$ cat config.mk
export PLATFORM = sky130hd
export DESIGN_NAME = stopwatch_cu
export DESIGN_NICKNAME = d
export VERILOG_FILES = /design/src/rtl/stopwatch_cu.sv
export SDC_FILE = /design/constraint.sdc
export NUM_CORES = 1
export LEC_CHECK = 0
export CAP_MARGIN = 30
export CELL_PAD_IN_SITES_DETAIL_PLACEMENT = 1
export CELL_PAD_IN_SITES_GLOBAL_PLACEMENT = 2
export CORE_UTILIZATION = 10
export DETAILED_ROUTE_END_ITERATION = 12
export PLACE_DENSITY = 0.95
export SLEW_MARGIN = 25
export SYNTH_ARGS = -nofsm -noshare
export SYNTH_HDL_FRONTEND = slang
export SYNTH_SLANG_ARGS = --single-unit
export TNS_END_PERCENT = 20
$ cat constraint.sdc
create_clock -name clk -period 1.8 [get_ports clk]
set_clock_uncertainty 0.15 [all_clocks]
set_input_delay 0.27 -clock clk [delete_from_list [all_inputs] [get_ports clk]]
set_output_delay 0.27 -clock clk [all_outputs]
set_load 0.02 [all_outputs]
$ cat src/rtl/stopwatch_cu.sv
// -----------------------------------------------------------------------------
// stopwatch_cu -- stopwatch control unit
//
// Merges debounced button pulses with UART command bytes into a single event
// stream and sequences the datapath through STOP / RUN / CLEAR.
//
// Optional feature macro: STOPWATCH_LAP_EN
//   defined   -> lap snapshot ports/registers present; CMD_LAP honoured in RUN
//   undefined -> no lap hardware; CMD_LAP bytes ignored like any other byte
//
// Ports:
//   clk            system clock
//   rst            synchronous, active-high reset
//   i_btn_runstop  one-cycle run/stop pulse from debouncer
//   i_btn_clear    one-cycle clear pulse from debouncer
//   i_rx_data      UART RX byte, valid when i_rx_done=1
//   i_rx_done      one-cycle UART byte strobe
//   i_msec/i_sec/i_min/i_hour  live datapath time (lap snapshot source)
//   o_runstop      1 = datapath tick generator enabled (state RUN)
//   o_clear        clear strobe to datapath counters (state CLEAR)
//   o_state        2'b00 STOP, 2'b01 RUN, 2'b10 CLEAR
//   o_lap_*        lap snapshot (STOPWATCH_LAP_EN only)
//   o_lap_valid    one-cycle pulse when a new lap is captured (STOPWATCH_LAP_EN only)
// -----------------------------------------------------------------------------
module stopwatch_cu #(
    parameter logic [7:0] CMD_RUNSTOP  = 8'h52,
    parameter logic [7:0] CMD_CLEAR    = 8'h43,
    parameter logic [7:0] CMD_LAP      = 8'h4C,
    parameter int         CLEAR_CYCLES = 2
) (
    input  logic       clk,
    input  logic       rst,
    input  logic       i_btn_runstop,
    input  logic       i_btn_clear,
    input  logic [7:0] i_rx_data,
    input  logic       i_rx_done,
    input  logic [6:0] i_msec,
    input  logic [5:0] i_sec,
    input  logic [5:0] i_min,
    input  logic [4:0] i_hour,
`ifdef STOPWATCH_LAP_EN
    output logic [6:0] o_lap_msec,
    output logic [5:0] o_lap_sec,
    output logic [5:0] o_lap_min,
    output logic [4:0] o_lap_hour,
    output logic       o_lap_valid,
`endif
    output logic       o_runstop,
    output logic       o_clear,
    output logic [1:0] o_state
);

    localparam int                CNT_W    = $clog2(CLEAR_CYCLES + 1);
    localparam logic [CNT_W-1:0]  CNT_LAST = CNT_W'(CLEAR_CYCLES - 1);

    typedef enum logic [1:0] {
        ST_STOP  = 2'b00,
        ST_RUN   = 2'b01,
        ST_CLEAR = 2'b10
    } state_t;

    state_t           state_q, state_d;
    logic [CNT_W-1:0] cnt_q, cnt_d;
    logic             ev_rs, ev_clr;

    // Case-insensitive ASCII compare: setting bit 5 folds upper onto lower case.
    function automatic logic byte_match(input logic [7:0] b, input logic [7:0] cmd);
        return (b | 8'h20) == (cmd | 8'h20);
    endfunction

    // Button and UART requests for the same action in one cycle collapse into
    // a single event, so they never produce a double toggle.
    assign ev_rs  = i_btn_runstop | (i_rx_done & byte_match(i_rx_data, CMD_RUNSTOP));
    assign ev_clr = i_btn_clear   | (i_rx_done & byte_match(i_rx_data, CMD_CLEAR));

    always_comb begin
        state_d = state_q;
        cnt_d   = '0;
        case (state_q)
            ST_STOP: begin
                if (ev_clr)
                    state_d = ST_CLEAR;
                else if (ev_rs)
                    state_d = ST_RUN;
            end
            ST_RUN: begin
                // Clear requests are deliberately ignored while running.
                if (ev_rs)
                    state_d = ST_STOP;
            end
            ST_CLEAR: begin
                // Events are dropped here, not queued.
                if (cnt_q == CNT_LAST)
                    state_d = ST_STOP;
                else
                    cnt_d = cnt_q + CNT_W'(1);
            end
            default: state_d = ST_STOP;
        endcase
    end

    // ---- state / counter register stage ----
    always_ff @(posedge clk) begin
        if (rst) begin
            state_q <= ST_STOP;
            cnt_q   <= '0;
        end else begin
            state_q <= state_d;
            cnt_q   <= cnt_d;
        end
    end

    // Outputs decode registers only; no input-to-output combinational path.
    assign o_runstop = (state_q == ST_RUN);
    assign o_clear   = (state_q == ST_CLEAR);
    assign o_state   = state_q;

`ifdef STOPWATCH_LAP_EN
    logic       lap_ev;
    logic       lap_vld_p1;
    logic [6:0] lap_msec_p1;
    logic [5:0] lap_sec_p1;
    logic [5:0] lap_min_p1;
    logic [4:0] lap_hour_p1;

    assign lap_ev = i_rx_done & byte_match(i_rx_data, CMD_LAP);

    // ---- lap snapshot register stage ----
    always_ff @(posedge clk) begin
        if (rst) begin
            lap_vld_p1  <= 1'b0;
            lap_msec_p1 <= '0;
            lap_sec_p1  <= '0;
            lap_min_p1  <= '0;
            lap_hour_p1 <= '0;
        end else begin
            lap_vld_p1 <= 1'b0;
            if (state_q == ST_STOP && ev_clr) begin
                lap_msec_p1 <= '0;
                lap_sec_p1  <= '0;
                lap_min_p1  <= '0;
                lap_hour_p1 <= '0;
            end else if (state_q == ST_RUN && lap_ev) begin
                lap_vld_p1  <= 1'b1;
                lap_msec_p1 <= i_msec;
                lap_sec_p1  <= i_sec;
                lap_min_p1  <= i_min;
                lap_hour_p1 <= i_hour;
            end
        end
    end

    assign o_lap_valid = lap_vld_p1;
    assign o_lap_msec  = lap_msec_p1;
    assign o_lap_sec   = lap_sec_p1;
    assign o_lap_min   = lap_min_p1;
    assign o_lap_hour  = lap_hour_p1;
`else
    // Time inputs only feed the lap snapshot, which is absent in this build.
    logic unused_time;
    assign unused_time = ^{i_msec, i_sec, i_min, i_hour};
`endif

endmodule

==> out/qor.csv, run 1 <==
metric;value;unit
layout.cells.non_filler;72;
fill_cells;259;
syn-cell-area;230;um^2
fin_area;447;um^2
ant_nets;0;
routabilityCongestion;0.647;
numClockSinks;4;
finalHoldViolCount;0;
start_util;0.105;
fp.dieArea;2500;um^2
cts_buffer_depth;2;
cts_tree;yes;
mappedNetlistNets;64;
drc;0;
period_needed;1.70;ns
cp_max_fo;6;
yosys.cell_types.count;16;
synth_seq_cells;4;
power.total;0.279;mW
numCtsBuffers;3;
hold_path.class;reg -> reg;
comb_power_share;0.232;
multi_input_area;143;um^2
critPathBufInv;1;
power.density;625;nW/um^2
postPlaceCellArea;415;um^2
syn_inst;26;
insertion_delay;0.24;ns
routedWlPerCell;9.42;um
clk_pin_slew_worst_paths;0.04;ns
core_area;2190;um^2
fp-row-count;17;
setup_slack;0.101;ns
pre_cts_slack;-0.238;ns
critPathTopFamily;buffers and inverters;
n_antenna_cell;0;
seqPwrFrac;0.358;
grt_overflow;0;
fmax;589;MHz
vias_per_cell;3.65;
grt_max_degree;8;
hpwlAfterDp;546;um
rsz0062_at_grt;false;
drive_gt1_frac;0.136;
crit_path_end_kind;output port;
leakage;0.204;nW
grt_pass1_vias;270;
ir_drop;0.0000963;V
p_int;0.208;mW
fin_crit_sh;0.944;
hold_buffers;0;
via_count;263;
io_buffers;15;
maxSlewViolCount;0;
max_slew.worst_pin.slew;0.254;ns
ctsHtreeMaxLevel;1;
routed_wl;678;um
startpoint_type;flop;
worstPathRequired;1.38;ns
num_io_pins;41;
nNetsFinal;84;
die_x;50.0;um
ys_warn_count;0;
drtPass1Iterations;5;
setup_viol;0;
place_inst;69;
max_stage_delay;0.64;ns
critical_path_class;reg -> out;
syn_area_per_cell;8.85;um^2
cp.arrival;1.28;ns
status;finished clean;
seqCellArea;81.3;um^2
cts_root_buffer;clkbuf_4;
drt_iter0_drc;3;
seq_area_frac_synth;0.348;
pwr-share-clk;0.410;
grt.total_usage;0.0635;
switchingPower;0.0707;mW
cp_slowest_cell;clkdlybuf4s50_1;
grt_pass1_wl;1100;um
die-height;50.0;um
grt_antenna_before_repair;0;
slew_headroom;0.829;
area_growth_syn_to_layout;94.0;%
switching_share;0.254;
fin_util;0.204;
cap_violations;0;
crit_chain;clkdlybuf4s50_1;
## path summary, 6_finish.rpt
check                               start                       to  slack (ns)  cells after the start
hold / removal        cnt_q[0]$_SDFF_PP0_      cnt_q[0]$_SDFF_PP0_        0.27                      1
hold reg to reg       cnt_q[0]$_SDFF_PP0_      cnt_q[0]$_SDFF_PP0_        0.27                      1
setup reg to reg  o_state[0]$_SDFFE_PP0P_  o_state[0]$_SDFFE_PP0P_        0.66                      3
setup / recovery  o_state[1]$_SDFFE_PP0P_               o_state[1]        0.10                      1
## state kept, by name, summed over array words and instances, names as in the netlist
name,count
o_state,2
cnt_q,2
## cell usage after synthesis
library cell / count / area [um^2]
nor2_1: 4 / 15.0
nand2_1: 2 / 7.51
nor4_1: 1 / 6.26
o31a_2: 1 / 10.0
mux2i_1: 1 / 10.0
o311a_1: 1 / 10.0
o31a_1: 2 / 17.5
nand3b_1: 1 / 7.51
nor2b_1: 2 / 12.5
inv_1: 2 / 7.51
ha_1: 1 / 12.5
o21bai_1: 1 / 7.51
a211oi_1: 1 / 7.51
or4b_4: 1 / 13.8
dfxtp_1: 4 / 80.1
nor3_1: 1 / 5.00
## metal layers
metal  routed length [um]  vias up  GRT usage
met2                  365        6     0.0933
met4                    0        0     0.0714
li1                     -      135          -
met5                    0        -          0
met3                   41        0     0.0278
met1                  271      122     0.0618
## power groups by stage
stage	sequential [mW]	combinational (mW)	clock, mW
after floorplan	0.104	0.0235	0
after global placement	0.101	0.0669	0
after detailed placement	0.101	0.0688	0
after CTS	0.0999	0.0670	0.125
after global routing	0.101	0.0707	0.133
final	0.0999	0.0647	0.114
## logic make-up (layout without fill, tap and decap cells)
family	after synthesis	in the layout	share of synthesized area
multiplexers	1	1	0.0435
adder cells (fa/ha/maj)	1	1	0.0543
AND/OR/NAND/NOR	12	12	0.293
flip-flops	4	4	0.348
buffers and inverters	2	20	0.0326
AO/OA/AOI/OAI	6	6	0.228
## layout make-up
type	count	share of cell area
inverter	2	0.0168
sequential	4	0.182
timing repair buffer	15	0.353
multi-input combinational	20	0.319
tap	28	0.0784
clock buffer	3	0.0504
## layout by cell type, fill, tap and decap left out, types with 2 or more instances in the layout
cell type	count
nor2_1	4
inv_1	2
nor2b_1	2
dlymetal6s2s_1	4
clkbuf_4	3
o31a_1	2
nand2_1	2
clkdlybuf4s50_1	9
dfxtp_1	3
dlygate4sd2_1	2
## stage by stage
stage                     setup TNS (ns)  hold WS, ns
after global placement            -0.216        0.256
after global routing                   0        0.298
after floorplan                        0        0.248
final                                  0        0.269
after CTS                              0        0.272
after detailed placement          -0.251        0.266
## what timing repair did
| action | 4_1_cts | 5_1_grt |
|---|---|---|
| pin swaps | 0 | 3 |
| buffers inserted | 0 | 0 |
| endpoints found under the setup margin | 2 | 1 |
| gates cloned | 0 | 0 |
| gates resized for setup | 3 | 4 |
Power figures use the tool's default switching activity.
==> run 2, diff against run 1 <==
==> constraint.sdc (replaced) <==
create_clock -name clk -period 1.8 [get_ports clk]
set_clock_uncertainty 0.15 [all_clocks]
set_input_delay 0.27 -clock clk [delete_from_list [all_inputs] [get_ports clk]]
set_output_delay 0.27 -clock clk [all_outputs]
set_load 0.05 [all_outputs]
==> run 2 against run 1 <==
  * First-iteration DRC count down 100%
  * Sequential share of layout area down 1.7 points
  * Critical endpoint is now o_runstop
  * Cell count up 1.4%
  * Maximum frequency up 5.2%
  * Critical path type unchanged
  * Clock power about the same
  * Utilization up 1.8 points
  * Largest cell class unchanged
  * Sequential power about the same
  * Die area unchanged
  * Cell area up 8.7%
==> out/qor.csv, run 2 (synthesis gave the netlist of run 1 again) <==
metric;value;unit
cts_tree;yes;
grt_max_degree;8;
hold_path.class;reg -> reg;
drc;0;
holdPathEnd;cnt_q[0]$_SDFF_PP0_;
startpoint_type;flop;
cts_root_buffer;clkbuf_4;
clk_pin_slew_worst_paths;0.04;ns
hold_depth;1;
grt.total_usage;0.0617;
max_slew.worst_pin.slew;0.340;ns
hold_start;cnt_q[0]$_SDFF_PP0_;
status;finished clean;
cp_max_fo;7;
pwr-share-clk;0.370;
maxSlewViolCount;0;
critical_path_class;reg -> out;
r2r-start;o_state[0]$_SDFFE_PP0P_;
vias_per_cell;3.73;
crit_path_end_kind;output port;
setup_slack;0.185;ns
num_io_pins;41;
place_inst;69;
slew_headroom;0.773;
rrSetupSlack;0.51;ns
layout_commonest_cell;clkdlybuf4s50_1;
ant_nets;0;
ctsHtreeMaxLevel;1;
numCtsBuffers;3;
worstPathRequired;1.38;ns
cts_buffer_depth;2;
nNetsFinal;85;
postPlaceCellArea;445;um^2
hpwlAfterDp;567;um
fp-row-count;17;
area_growth_syn_to_layout;111;%
cap_violations;0;
hold_buffers;0;
via_count;272;
setup_viol;0;
start_util;0.105;
fin_crit_sh;0.897;
core_area;2190;um^2
leakage;0.217;nW
layout.cells.non_filler;73;
p_int;0.218;mW
switching_share;0.278;
rr_worst_depth;3;
grt_overflow;0;
fp.dieArea;2500;um^2
seqPwrFrac;0.332;
grt_pass1_vias;260;
die-height;50.0;um
n_antenna_cell;0;
rsz0062_at_grt;false;
pre_cts_slack;-0.243;ns
finalHoldViolCount;0;
power.total;0.302;mW
switchingPower;0.0839;mW
startpoint;o_state[0]$_SDFFE_PP0P_;
drive_gt1_frac;0.244;
insertion_delay;0.24;ns
timing.rr.end;o_state[0]$_SDFFE_PP0P_;
routedWlPerCell;9.19;um
grt_antenna_before_repair;0;
fin_setup_tns;0;ns
fin_util;0.222;
routed_wl;671;um
final_cell_mix;clkdlybuf4s50_1 (7), nor2_1 (4), dfxtp_1 (4), dlymetal6s2s_1 (4);
cp.arrival;1.20;ns
period_needed;1.62;ns
drtPass1Iterations;1;
die_x;50.0;um
fmax;619;MHz
fin_area;485;um^2
grt_pass1_wl;1070;um
routabilityCongestion;0.745;
ir_drop;0.000288;V
numClockSinks;4;
timing.hold.ws;0.267;ns
drt_iter0_drc;0;
io_buffers;15;
comb_power_share;0.298;
power.density;622;nW/um^2
run 2: what timing repair did:
action | in CTS | in global routing
endpoints found under the setup margin | 0 | 1
resized for setup | 0 | 4
buffers inserted | 0 | 1
run 2: critical path, cell delays in order (launching register included):
cell and delay, ns:
dfxtp_1 0.51, nor2b_1 0.27, buf_12 0.17
run 2: routing by layer:
layer | GRT usage | share of wire | up-vias
met1 | 0.0567 | 0.36 | 129
li1 | - | - | 135
met2 | 0.100 | 0.55 | 8
met3 | 0.0648 | 0.082 | 0
met5 | 0 | 0 | -
met4 | 0 | 0 | 0
run 2: power by group through the flow:
stage,Combinational [mW],Sequential (mW),Clock (mW)
floorplan,0.0308,0.110,0
global placement,0.0898,0.101,0
detailed placement,0.0915,0.102,0
CTS,0.0916,0.101,0.115
global route,0.0972,0.101,0.126
finish,0.0901,0.100,0.112
run 2: area by class of cell:
cell class              count  area (um^2)
repair buffers             16          195
inverters                   2         7.51
multi-input cells          20          145
fillers                   258         1710
flip-flops and latches      4         80.1
well taps                  28         35.0
clock buffers               3         22.5
run 2: how the worst max path moves through the flow:
stage | endpoint | slack (ns) | cells past startpoint
floorplan | o_runstop | -0.13 | 1
global placement | o_state[0]$_SDFFE_PP0P_ | -0.22 | 4
detailed placement | o_state[0]$_SDFFE_PP0P_ | -0.24 | 4
CTS | o_state[0]$_SDFFE_PP0P_ | 0.008 | 4
global route | o_runstop | 0.11 | 2
finish | o_runstop | 0.18 | 2
